<file path="src/rtl/decode_stage.sv">
// RISC-8 instruction-decode stage: cracks the IF/ID instruction, drives register
// file read addresses, detects load-use hazards and fills the ID/EX register.
module decode_stage (
  input  logic        clk,
  input  logic        reset_n,
  input  logic        id_valid,
  input  logic [15:0] id_instr,
  input  logic [7:0]  id_pc,
  input  logic        flush,
  output logic [2:0]  ra1,
  output logic [2:0]  ra2,
  input  logic [7:0]  rd1,
  input  logic [7:0]  rd2,
  output logic        id_stall,
  output logic        ex_valid,
  output logic [3:0]  ex_op,
  output logic [7:0]  ex_a,
  output logic [7:0]  ex_b,
  output logic [7:0]  ex_imm,
  output logic [2:0]  ex_wa,
  output logic        ex_we,
  output logic        ex_mem_rd,
  output logic        ex_mem_wr,
  output logic        ex_branch,
  output logic        ex_jump,
  output logic [2:0]  ex_rs1,
  output logic [2:0]  ex_rs2,
  output logic [7:0]  ex_pc,
  output logic        ex_illegal,
  output logic [7:0]  stall_count
);

  typedef enum logic [3:0] {
    OP_NOP  = 4'h0,
    OP_ADD  = 4'h1,
    OP_SUB  = 4'h2,
    OP_AND  = 4'h3,
    OP_OR   = 4'h4,
    OP_XOR  = 4'h5,
    OP_ADDI = 4'h6,
    OP_LD   = 4'h7,
    OP_ST   = 4'h8,
    OP_BEQ  = 4'h9,
    OP_JMP  = 4'hA
  } opcode_e;

  opcode_e    op;
  logic [2:0] rd, rs1, rs2;
  logic [5:0] imm6;
  logic       uses_rs1, uses_rs2;
  logic       dec_we, dec_mem_rd, dec_mem_wr, dec_branch, dec_jump, dec_illegal;
  logic       hz;

  assign op   = opcode_e'(id_instr[15:12]);
  assign rd   = id_instr[11:9];
  assign rs1  = id_instr[8:6];
  assign rs2  = id_instr[5:3];
  assign imm6 = id_instr[5:0];

  assign ra1 = rs1;
  assign ra2 = rs2;

  always_comb begin
    uses_rs1    = 1'b0;
    uses_rs2    = 1'b0;
    dec_we      = 1'b0;
    dec_mem_rd  = 1'b0;
    dec_mem_wr  = 1'b0;
    dec_branch  = 1'b0;
    dec_jump    = 1'b0;
    dec_illegal = 1'b0;
    case (op)
      OP_NOP: ;
      OP_ADD, OP_SUB, OP_AND, OP_OR, OP_XOR: begin
        uses_rs1 = 1'b1;
        uses_rs2 = 1'b1;
        dec_we   = 1'b1;
      end
      OP_ADDI: begin
        uses_rs1 = 1'b1;
        dec_we   = 1'b1;
      end
      OP_LD: begin
        uses_rs1   = 1'b1;
        dec_we     = 1'b1;
        dec_mem_rd = 1'b1;
      end
      OP_ST: begin
        uses_rs1   = 1'b1;
        uses_rs2   = 1'b1;
        dec_mem_wr = 1'b1;
      end
      OP_BEQ: begin
        uses_rs1   = 1'b1;
        uses_rs2   = 1'b1;
        dec_branch = 1'b1;
      end
      OP_JMP: dec_jump = 1'b1;
      default: dec_illegal = 1'b1;
    endcase
  end

  assign hz = id_valid & ex_valid & ex_mem_rd & (ex_wa != 3'd0) &
              ((uses_rs1 & (rs1 == ex_wa)) | (uses_rs2 & (rs2 == ex_wa)));
  assign id_stall = hz & ~flush;

  // Flush and bubble only clear validity/controls; data fields keep stale values.
  always_ff @(posedge clk or negedge reset_n) begin
    if (!reset_n) begin
      ex_valid   <= 1'b0;
      ex_op      <= '0;
      ex_a       <= '0;
      ex_b       <= '0;
      ex_imm     <= '0;
      ex_wa      <= '0;
      ex_we      <= 1'b0;
      ex_mem_rd  <= 1'b0;
      ex_mem_wr  <= 1'b0;
      ex_branch  <= 1'b0;
      ex_jump    <= 1'b0;
      ex_rs1     <= '0;
      ex_rs2     <= '0;
      ex_pc      <= '0;
      ex_illegal <= 1'b0;
    end else if (flush || hz) begin
      ex_valid   <= 1'b0;
      ex_we      <= 1'b0;
      ex_mem_rd  <= 1'b0;
      ex_mem_wr  <= 1'b0;
      ex_branch  <= 1'b0;
      ex_jump    <= 1'b0;
      ex_illegal <= 1'b0;
    end else begin
      ex_valid   <= id_valid;
      ex_op      <= op;
      ex_a       <= rd1;
      ex_b       <= rd2;
      ex_imm     <= {imm6[5], imm6[5], imm6};
      ex_wa      <= rd;
      ex_we      <= id_valid & dec_we & (rd != 3'd0);
      ex_mem_rd  <= id_valid & dec_mem_rd;
      ex_mem_wr  <= id_valid & dec_mem_wr;
      ex_branch  <= id_valid & dec_branch;
      ex_jump    <= id_valid & dec_jump;
      ex_rs1     <= rs1;
      ex_rs2     <= rs2;
      ex_pc      <= id_pc;
      ex_illegal <= id_valid & dec_illegal;
    end
  end

  always_ff @(posedge clk or negedge reset_n) begin
    if (!reset_n)
      stall_count <= '0;
    else if (id_stall && stall_count != 8'hFF)
      stall_count <= stall_count + 8'd1;
  end

endmodule
</file>
<file path="config.mk">
export PLATFORM = sky130hd
export DESIGN_NAME = decode_stage
export DESIGN_NICKNAME = d
export VERILOG_FILES = /design/src/rtl/decode_stage.sv
export SDC_FILE = /design/constraint.sdc
export NUM_CORES = 1
export LEC_CHECK = 0
export CORE_MARGIN = 2
export CORE_UTILIZATION = 45
export CTS_CLUSTER_DIAMETER = 80
export DETAILED_ROUTE_END_ITERATION = 6
export PLACE_DENSITY = 0.85
export SLEW_MARGIN = 5
export SYNTH_ARGS = -nofsm -noshare
export SYNTH_HDL_FRONTEND = slang
export SYNTH_SLANG_ARGS = --single-unit
export TNS_END_PERCENT = 1
</file>
<file path="constraint.sdc">
create_clock -name clk -period 3.6 [get_ports clk]
set_input_delay 0.36 -clock clk [delete_from_list [all_inputs] [get_ports clk]]
set_output_delay 0.36 -clock clk [all_outputs]
set_load 0.1 [all_outputs]
</file>
* Word level (Yosys, flattened, before mapping)
Index checks and enable logic that the tools add are counted.
** Word-level totals
- Bits in registers :: 58
- Input bits :: 44
- Logic and storage cells :: 70
- Output and inout port bits :: 67
** Operators by class
- Equal/unequal tests :: 13
- Multiplexer cells :: 15
- Bitwise operators :: 16
- Reduce and logical (&&, ||, !) cells :: 9
- $add $sub $neg :: 1
** Operators with widths (count)
- $eq A4 B3 Y1 const B :: 4
- $mux W1 :: 15
- $and A1 B1 Y1 :: 14
- $reduce_or A7 Y1 :: 2
- $eq A4 B4 Y1 const B :: 3
- $reduce_or A11 Y1 :: 1
- $reduce_or A9 Y1 :: 1
- $add A8 B1 Y8 const B :: 1
- $eq A4 B2 Y1 const B :: 2
- $ne A8 B8 Y1 const B :: 1
- $eq A3 B3 Y1 :: 2
- $reduce_bool A3 Y1 :: 2
- $eq A4 B1 Y1 const B :: 1
- $logic_not A4 Y1 :: 1
- $logic_and A1 B1 Y1 :: 1
- $logic_or A1 B1 Y1 :: 1
- $not A1 Y1 :: 1
- $or A1 B1 Y1 :: 1

* Logic depth before layout (Yosys ltp)
Gate-level depths: netlist of run 1.
- Depth in word-level cells :: 8
- Gate-level depth with buffers :: 7
- Gate-level depth less buffers :: 6

* Worst setup path before layout of run 1
No wires, ideal clock.
- Path type :: reg2out
- From :: register ex_wa[0]
- To :: output id_stall
- Setup slack :: 0.224 ns
- Stages on the path, launching flop included :: 6
- Buffers on the path :: 1
- Arrival time :: 3.016 ns
- Required time :: 3.240 ns
- Cells stage by stage :: dfrtp_1 > nor3_1 > a211o_1 > or2_1 > buf_4 > nor2_1
** Between the ends
- Word-level cells in the longest chain between the ends :: 5
- Elaborated cells between the ends (all ways) :: 9
- Those cells by class :: eq/ne: 2; bitwise: 6; reduce/logical: 1
** Ends and longest elaborated chain
- start, declared :: line 20 : output logic [2:0] ex_wa,
- start signal, assigned :: line 139 : ex_wa <= rd;
- $eq A3 B3 Y1 :: line 104 : ((uses_rs1 & (rs1 == ex_wa)) | (uses_rs2 & (rs2 == ex_wa)));
- $and A1 B1 Y1 :: line 104
- $or A1 B1 Y1 :: line 104
- $and A1 B1 Y1 (*) :: line 103 : assign hz = id_valid & ex_valid & ex_mem_rd & (ex_wa != 3'd0) &
- $and A1 B1 Y1 (*) :: line 105 : assign id_stall = hz & ~flush;
- end, declared :: line 14 : output logic id_stall,
Mark *: on every way between the ends. The rest lies on a longest branch, timed or not.

* Final worst setup path of run 1
- From :: input id_instr[14]
- To :: output id_stall
** Between the ends
- Word-level cells in the longest chain between the ends :: 7
- Elaborated cells between the ends (all ways) :: 18
- Those cells by class :: eq/ne: 9; mux: 2; bitwise: 5; reduce/logical: 2
** Ends and longest elaborated chain
- start, declared :: line 7 : input logic [15:0] id_instr,
- $eq A4 B4 Y1 (tied with other cells) :: line 72 : case (op)
- $reduce_or A9 Y1 (no line) / $reduce_or A7 Y1 (equally long branches)
- $mux W1 :: line 72
- $and A1 B1 Y1 :: line 104
- $or A1 B1 Y1 (*) :: line 104
- $and A1 B1 Y1 (*) :: line 103
- $and A1 B1 Y1 (*) :: line 105
Marks and branches as above.

==> reports/results.tsv, run 1 <==
metric	value	unit
Reg2Reg Setup Slack	1.44	ns
non-filler cells, final	346	
ys async rst share	1.000	
H-Tree Depth	2	
Root Buffer	clkbuf_8	
DRC	0	
CTS Buf Count	5	
Min-Delay Path Class	in2async	
synthesized instance count	171	
RSZ-0062 raised after global routing	no	
Required @ worst endpoint	3.24	ns
main combinational cell family by area after synthesis	multiplexers	
Final Critical Period	2.670	ns
port bufs	110	
starting density of the core	0.4649	
CP Class	in2out	
GPL Wtd Cong	0.7265	
Die ar.	0.006308	mm2
CTS Hold Bufs	0	
total grt overflow	0	
mux cell area share after synthesis	0.2478	
Post-synth EDFFs	0	
final setup fails	0	
Synth top cells by count	55 x dfrtp_1, 40 x mux2_4, 14 x buf_4	
register bit total from synthesis	55	
clk_lat worst skew	0.29	ns
final hold violations	0	
Final Max Slew Viols	0	
xor/xnor share of the synthesized area	0.03763	
post-CTS setup buffer count	0	
Crit. Startpoint	id_instr[14]	
adder-cell share of the synthesized area	0.009286	
area share of the largest cell type after synthesis	0.5376	
largest net degree at the start of global routing	32	
initial antenna violation count	0	
top cells by area, synth	dfrtp_1 54%, mux2_4 23%, buf_4 4.1%	
Routed Antenna Nets	0	
GRT Total Usage	0.1788	
CTS tree	yes	
largest area contributor in the netlist	dfrtp_1	
drt pass-1 iters	4	
CP endpoint kind	output pin	
R2R cell count	7	
Distinct cells, synth	30	
Syn. warnings	0	
crit path DAT	2.31	ns
CP Max Fanout	9	
Clock Sinks	55	
Max Clock Freq	0.3746	GHz
# rows	27	
setup tns final	0	ns
Syn Area/Cell	14.97	um2
Area Overhead vs Synth	45.36	%
Worst R2R Start	ex_wa[2]	
RR Endpoint	ex_b[1]	
die extent in y	79.43	um
initial DRC count	63	
Post-CTS Resized	0	
startpoint types	input pin	
Max clock buf depth	2	
Worst Skew	0.006238	ns
vias in the first global route	1800	
first-pass GRT wire length	8707	um
Post-Place Cells	338	
clk slew on worst S/H paths	0.09	ns
Pleak	1.656	nW
# diodes	0	
Synth Area in Simple Gates	0.08456	
max_cap viols	0	
Synth Area in Compound Gates	0.01955	
top-count cell post-synth	dfrtp_1	
VDD IR-drop max	0.0002595	V
ys flop type	dfrtp_1	
design area	0.003721	mm2
status	finished, final reports clean	
Die Wd	79.43	um
Via density	4.934	
Via Count	1707	
post-synthesis sequential area ratio	0.5376	
Tightest Pin Transition	1.013	ns
Net count, final	318	
routed len/inst	15.45	um
CORE AREA	0.005507	mm2
crit path capture	id_stall	
Top Ports	111	
Syn Nets	216	
final wirelength	5347	um
crit share post-route	0.7416	
Slew headroom	0.3222	
layout cells sized above 1	0.2591	
PD cells	491.5	mW/mm2
post-DP HPWL	3977	um
synthesized area	0.002560	mm2
placed inst area	0.003603	mm2
-- area by class of cell --
cell class	instances	area, um2
sequential	55	1376
inverter	2	7.507
clock buffer	6	82.58
fill	400	1785
clock inverter	2	35.03
tap	72	90.09
timing repair buffer	114	1109
multi-input combinational	95	1021
-- routing by layer --
metal	share of wire	vias up	GRT usage
li1	-	788	-
met1	0.45	833	0.2424
met2	0.47	82	0.2824
met3	0.064	4	0.05090
met4	0.010	0	0.04828
met5	0	-	0
-- report_power, final --
group          switching [mW]  internal (mW)  leakage (nW)
clock                   0.185          0.225        0.0612
combinational           0.511          0.211         0.920
sequential             0.0320          0.664         0.675
-- stage by stage --
stage / utilization / hold slack (ns) / setup slack (ns) / total power, mW
2_1_floorplan: - / 0.06441 / 0.2236 / 1.250
4_1_cts: 0.6758 / 0.04023 / 0.9439 / 1.852
5_1_grt: 0.6758 / 0.06736 / 0.8328 / 1.901
6_report: 0.6758 / 0.03859 / 0.9302 / 1.829
3_5_place_dp: 0.6544 / 0.3749 / 0.8465 / 1.432
3_3_place_gp: 0.6544 / 0.3678 / 0.8829 / 1.426
-- registers in the layout, indices dropped and copies added (netlist names), 3 cells and up --
signal       flops
ex_rs1           3
ex_pc            8
ex_op            4
ex_a             8
ex_imm           6
ex_b             8
ex_wa            3
stall_count      8
-- placed cells by master, fill, tap and decap left out, types with 3 or more instances in the layout --
| master | count |
|---|---|
| buf_4 | 11 |
| clkbuf_8 | 6 |
| clkdlybuf4s50_1 | 102 |
| dfrtp_1 | 55 |
| mux2_2 | 3 |
| mux2_4 | 40 |
| nand2_1 | 3 |
| nand3_1 | 5 |
| nor2_1 | 4 |
| nor3_1 | 6 |
| nor4b_2 | 3 |
| xnor2_1 | 3 |
| xor2_1 | 8 |
-- worst min-delay path by stage --
stage / endpoint / slack (ns)
finish: ex_pc[1] / 0.04
global route: ex_a[0] / 0.07
CTS: ex_op[0] / 0.04
detailed placement: ex_pc[1] / 0.37
global placement: ex_a[0] / 0.37
floorplan: ex_a[0] / 0.06
-- cell families after synthesis --
logic type      Yosys count
simple gates             32
fa+ha+maj                 2
buf+inv                  21
compound gates            7
mux                      43
xor+xnor                 11
flops                    55
-- worst max-delay path, cell delays in order --
cell	delay (ns)
clkdlybuf4s50_1	0.66
nor3_1	0.11
a211o_1	0.35
or2_1	0.35
nor2_1	0.16
buf_4	0.31
(Power assumes the default switching activity.)
==> run 2, diff against run 1 <==
- CORE_UTILIZATION: 45 -> 42
- PLACE_DENSITY: 0.85 -> 0.8
- clock period: 3.6 -> 2.75 ns (I/O delays scaled with it)
==> reports/results.tsv, run 2 (synthesis results as in run 1) <==
metric	value	unit	change
CTS Hold Bufs	0		unchanged
total grt overflow	0		unchanged
CP Max Fanout	9		unchanged
DRC	0		unchanged
Pleak	1.747	nW	+5.5%
routed len/inst	15.23	um	-1.5%
crit share post-route	0.8714		
Top Ports	111		unchanged
startpoint types	input pin		
Die ar.	0.006735	mm2	+6.8%
# diodes	0		unchanged
post-DP HPWL	3953	um	-0.60%
commonest non-fill, non-tap cell in the layout	buf_4		
VDD IR-drop max	0.0003741	V	+44%
Max Clock Freq	0.4173	GHz	
CORE AREA	0.005921	mm2	+7.5%
CTS Buf Count	5		unchanged
starting density of the core	0.4324		-0.03252
RSZ-0062 raised after global routing	no		
Routed Antenna Nets	0		unchanged
Post-CTS Resized	0		unchanged
Tightest Pin Transition	0.9681	ns	-0.04534 ns
CP endpoint kind	output pin		
clk_lat worst skew	0.30	ns	about the same
Multi-input gate area	0.001035	mm2	+1.3%
Slew headroom	0.3546		+0.03234
Min-Delay Path Class	in2async		
largest net degree at the start of global routing	45		+41%
PD cells	661.0	mW/mm2	+34%
first-pass GRT wire length	8473	um	-2.7%
Via density	4.771		-3.3%
final hold violations	0		unchanged
status	finished, final reports clean		
H-Tree Depth	2		unchanged
most frequent cells in the layout	69 x buf_4, 55 x dfrtp_1, 42 x clkdlybuf4s50_1, 40 x mux2_4, 8 x xor2_1		
Max clock buf depth	2		unchanged
Via Count	1670		-2.2%
setup tns final	0	ns	unchanged
layout cells sized above 1	0.4836		+0.2245
max_cap viols	0		unchanged
Area Overhead vs Synth	42.08	%	
Required @ worst endpoint	2.48	ns	-0.76 ns
initial antenna violation count	0		unchanged
Clock Sinks	55		unchanged
final setup fails	0		unchanged
vias in the first global route	1684		-6.4%
Worst Skew	0.005432	ns	-0.0008055 ns
Final Critical Period	2.396	ns	
Net count, final	319		+0.31%
post-CTS setup buffer count	0		unchanged
CP Class	in2out		
Seq. cell area	0.001376	mm2	unchanged
port bufs	110		unchanged
initial DRC count	70		+11%
# rows	28		+3.7%
crit path DAT	2.12	ns	-0.19 ns
Final Max Slew Viols	0		unchanged
Root Buffer	clkbuf_8		
final core utilization	0.6143		-0.06143
GPL Wtd Cong	0.7164		-1.4%
drt pass-1 iters	3		-1
die extent in y	82.07	um	+3.3%
Total Power	2.404	mW	+31%
GRT Total Usage	0.1665		-0.01233
FILL cells	485		+21%
CTS tree	yes		
Die Wd	82.07	um	+3.3%
final wirelength	5329	um	-0.34%
clk slew on worst S/H paths	0.10	ns	about the same
-- run 2: changes by cell type in the layout (fill, tap and decap cells not counted), sizes merged --
cell           delta
buf              +61
clkdlybuf4s50    -60
clkinv            -1
inv               +1
-- run 2: critical path: stages --
cell and delay (ns):
clkdlybuf4s50_1 0.65, nor3_1 0.11, a211o_1 0.36, or2_1 0.37, nor2_4 0.16, buf_12 0.18
-- run 2: through the flow --
step	hold slack [ns]	area (um2)	instances	setup WS, ns
6_report	0.1166	3637	350	0.3537
5_1_grt	0.1850	3637	350	0.2603
4_1_cts	0.1458	3637	350	0.3705
3_5_place_dp	0.4916	3516	342	0.2305
3_3_place_gp	0.4832	3516	342	0.3161
2_1_floorplan	-0.02059	2567	171	0.2385
-- run 2: worst paths after layout --
check	from	end	slack, ns	depth (start not counted)
worst max-delay path	id_instr[14]	id_stall	0.35	6
worst min register to register	stall_count[2]	stall_count[2]	0.51	1
max in group asynchronous	reset_n	ex_a[7]	1.90	2
worst min-delay path	reset_n	ex_a[2]	0.12	1
min in group clk	stall_count[2]	stall_count[2]	0.51	1
worst max register to register	ex_wa[1]	stall_count[1]	0.76	6
-- run 2: power breakdown --
group	internal, mW	total [mW]	switching [mW]
Sequential	0.870	0.913	0.0431
Combinational	0.256	0.928	0.672
Clock	0.300	0.563	0.263
-- run 2: area by class of cell --
type | instances | area share
Clock inverter | 2 | 0.01066
Timing Repair Buffer | 115 | 0.2759
Clock buffer | 6 | 0.02270
Tap cell | 75 | 0.02580
Sequential cell | 55 | 0.3784
Multi-Input combinational cell | 95 | 0.2845
Inverter | 2 | 0.002064
-- run 2: layer usage --
layer / track usage / share of wire / vias up
li1: - / - / 796
met4: 0.04500 / 0.0075 / 0
met3: 0.04066 / 0.059 / 4
met2: 0.2699 / 0.49 / 63
met1: 0.2230 / 0.45 / 807
met5: 0 / 0 / -
==> run 3, diff against run 2 <==
- REMOVE_ABC_BUFFERS: not set -> 1
==> reports/results.tsv, run 3 (synthesis results as in run 1) <==
metric	value	unit	change
post-DP HPWL	3995	um	+1.1%
# diodes	0		unchanged
total grt overflow	0		unchanged
Max clock buf depth	2		unchanged
placed inst area	0.003482	mm2	-0.96%
largest net degree at the start of global routing	43		-4.4%
most frequent cells in the layout	69 x buf_4, 55 x dfrtp_1, 42 x clkdlybuf4s50_1, 40 x mux2_4, 8 x xor2_1		
Total Power	2.285	mW	-5.0%
Comb pwr share	0.405		+0.019
GPL Wtd Cong	0.7258		+1.3%
DRC	0		unchanged
Die ar.	0.006735	mm2	unchanged
port bufs	110		unchanged
crit share post-route	0.9044		+0.03298
commonest non-fill, non-tap cell in the layout	buf_4		
layout cells sized above 1	0.4762		-0.007446
Via Count	1680		+0.60%
final hold violations	0		unchanged
Tightest Pin Transition	0.9262	ns	-0.04195 ns
RSZ-0062 raised after global routing	no		
startpoint types	input pin		
Flop pwr share	0.400		+0.020
Top Ports	111		unchanged
CP Class	in2out		
starting density of the core	0.4324		unchanged
Pleak	1.720	nW	-1.5%
clk slew on worst S/H paths	0.09	ns	about the same
post-CTS setup buffer count	0		unchanged
crit path DAT	2.21	ns	+0.09 ns
CORE AREA	0.005921	mm2	unchanged
Die Wd	82.07	um	unchanged
GRT Total Usage	0.1638		-0.002687
vias in the first global route	1718		+2.0%
critical path's largest stage delay	0.66	ns	about the same
net switching power	0.9644	mW	-1.4%
Slew headroom	0.3826		+0.02796
# rows	28		unchanged
routed len/inst	15.40	um	+1.1%
Max Clock Freq	0.4021	GHz	-3.6%
status	finished, final reports clean		
CP max-delay cell	clkdlybuf4s50_1		
CTS tree	yes		
Worst Skew	0.003289	ns	-0.002143 ns
worst-path cell chain	clkdlybuf4s50_1 -> nor3_1 -> a211o_1 -> or2_1 -> nor2_1 -> buf_12		
initial antenna violation count	0		unchanged
CTS Hold Bufs	0		unchanged
Net count, final	318		-0.31%
Root Buffer	clkbuf_8		
Min-Delay Path Class	in2async		
Area Overhead vs Synth	39.44	%	
final setup fails	0		unchanged
Final Max Slew Viols	0		unchanged
CP Max Fanout	9		unchanged
PD cells	640.1	mW/mm2	-3.2%
first-pass GRT wire length	8252	um	-2.6%
design area	0.003570	mm2	-1.9%
Routed Antenna Nets	0		unchanged
initial DRC count	48		-31%
Min Hold Slack	0.1010	ns	-0.01556 ns
max_cap viols	0		unchanged
Sw Ratio	0.4221		+0.01508
clk_lat worst skew	0.30	ns	about the same
Post-CTS Resized	0		unchanged
drt pass-1 iters	4		+1
H-Tree Depth	2		unchanged
FILL cells	456		-6.0%
Via density	4.828		+1.2%
Required @ worst endpoint	2.48	ns	about the same
CTS Buf Count	5		unchanged
Clock Power Share	0.196		-0.038
VDD IR-drop max	0.0003807	V	+1.8%
Clock Sinks	55		unchanged
final wirelength	5358	um	+0.54%
internal power	1.320	mW	-7.4%
Final Critical Period	2.487	ns	+0.09069 ns
CP endpoint kind	output pin		
die extent in y	82.07	um	unchanged
## run 3: cell types whose count changed in the layout (fill, tap and decap cells not counted), sizes merged
cell and change:
buf -1, bufinv -1, clkinv +1, inv -1
## run 3: layout make-up
cell class                 instances  area (um2)  share of cell area
sequential                        55        1376              0.3856
multi-input combinational         95        1021              0.2860
timing repair buffer             114       983.4              0.2755
tap                               75       93.84             0.02629
clock buffer                       6       82.58             0.02313
inverter                           2       7.507            0.002103
clock inverter                     1       5.005            0.001402
## run 3: power groups by stage
stage	registers [mW]	logic, mW	clock network (mW)
final	0.913	0.925	0.447
after global routing	0.922	0.953	0.490
after CTS	0.914	0.931	0.463
after detailed placement	0.927	0.930	0
after global placement	0.926	0.921	0
after floorplan	1.43	0.141	0
## run 3: per-layer routing
| layer | GRT usage | part of all wire | up-vias |
|---|---|---|---|
| met5 | 0 | 0 | - |
| met4 | 0.06333 | 0.014 | 0 |
| met3 | 0.04505 | 0.080 | 7 |
| met2 | 0.2634 | 0.48 | 74 |
| met1 | 0.2099 | 0.43 | 813 |
| li1 | - | - | 786 |
## run 3: worst max-delay path, delay by kind of cell
kind,cells,cell delay [ns]
AO/OA/AOI/OAI,1,0.35
buffers and inverters,2,0.87
AND/OR/NAND/NOR,3,0.71
## run 3: path summary, 6_finish.rpt
check / start / to / slack (ns) / cells past startpoint
worst max register to register: ex_wa[1] / ex_wa[0] / 0.77 / 6
max in group asynchronous: reset_n / ex_mem_rd / 1.92 / 2
min in group clk: stall_count[3] / stall_count[3] / 0.52 / 1
worst min-delay path: reset_n / ex_b[4] / 0.10 / 1
worst min register to register: stall_count[3] / stall_count[3] / 0.52 / 1
worst max-delay path: id_instr[13] / id_stall / 0.26 / 6
## run 3: stage by stage
step / util / cells / worst slack [ns] / setup TNS [ns]
5_1_grt: 0.6029 / 348 / 0.1564 / 0
3_3_place_gp: 0.5881 / 341 / 0.2787 / 0
2_1_floorplan: - / 152 / -0.7511 / -30.87
6_report: 0.6029 / 348 / 0.2630 / 0
3_5_place_dp: 0.5881 / 341 / 0.2313 / 0
4_1_cts: 0.6029 / 348 / 0.2674 / 0
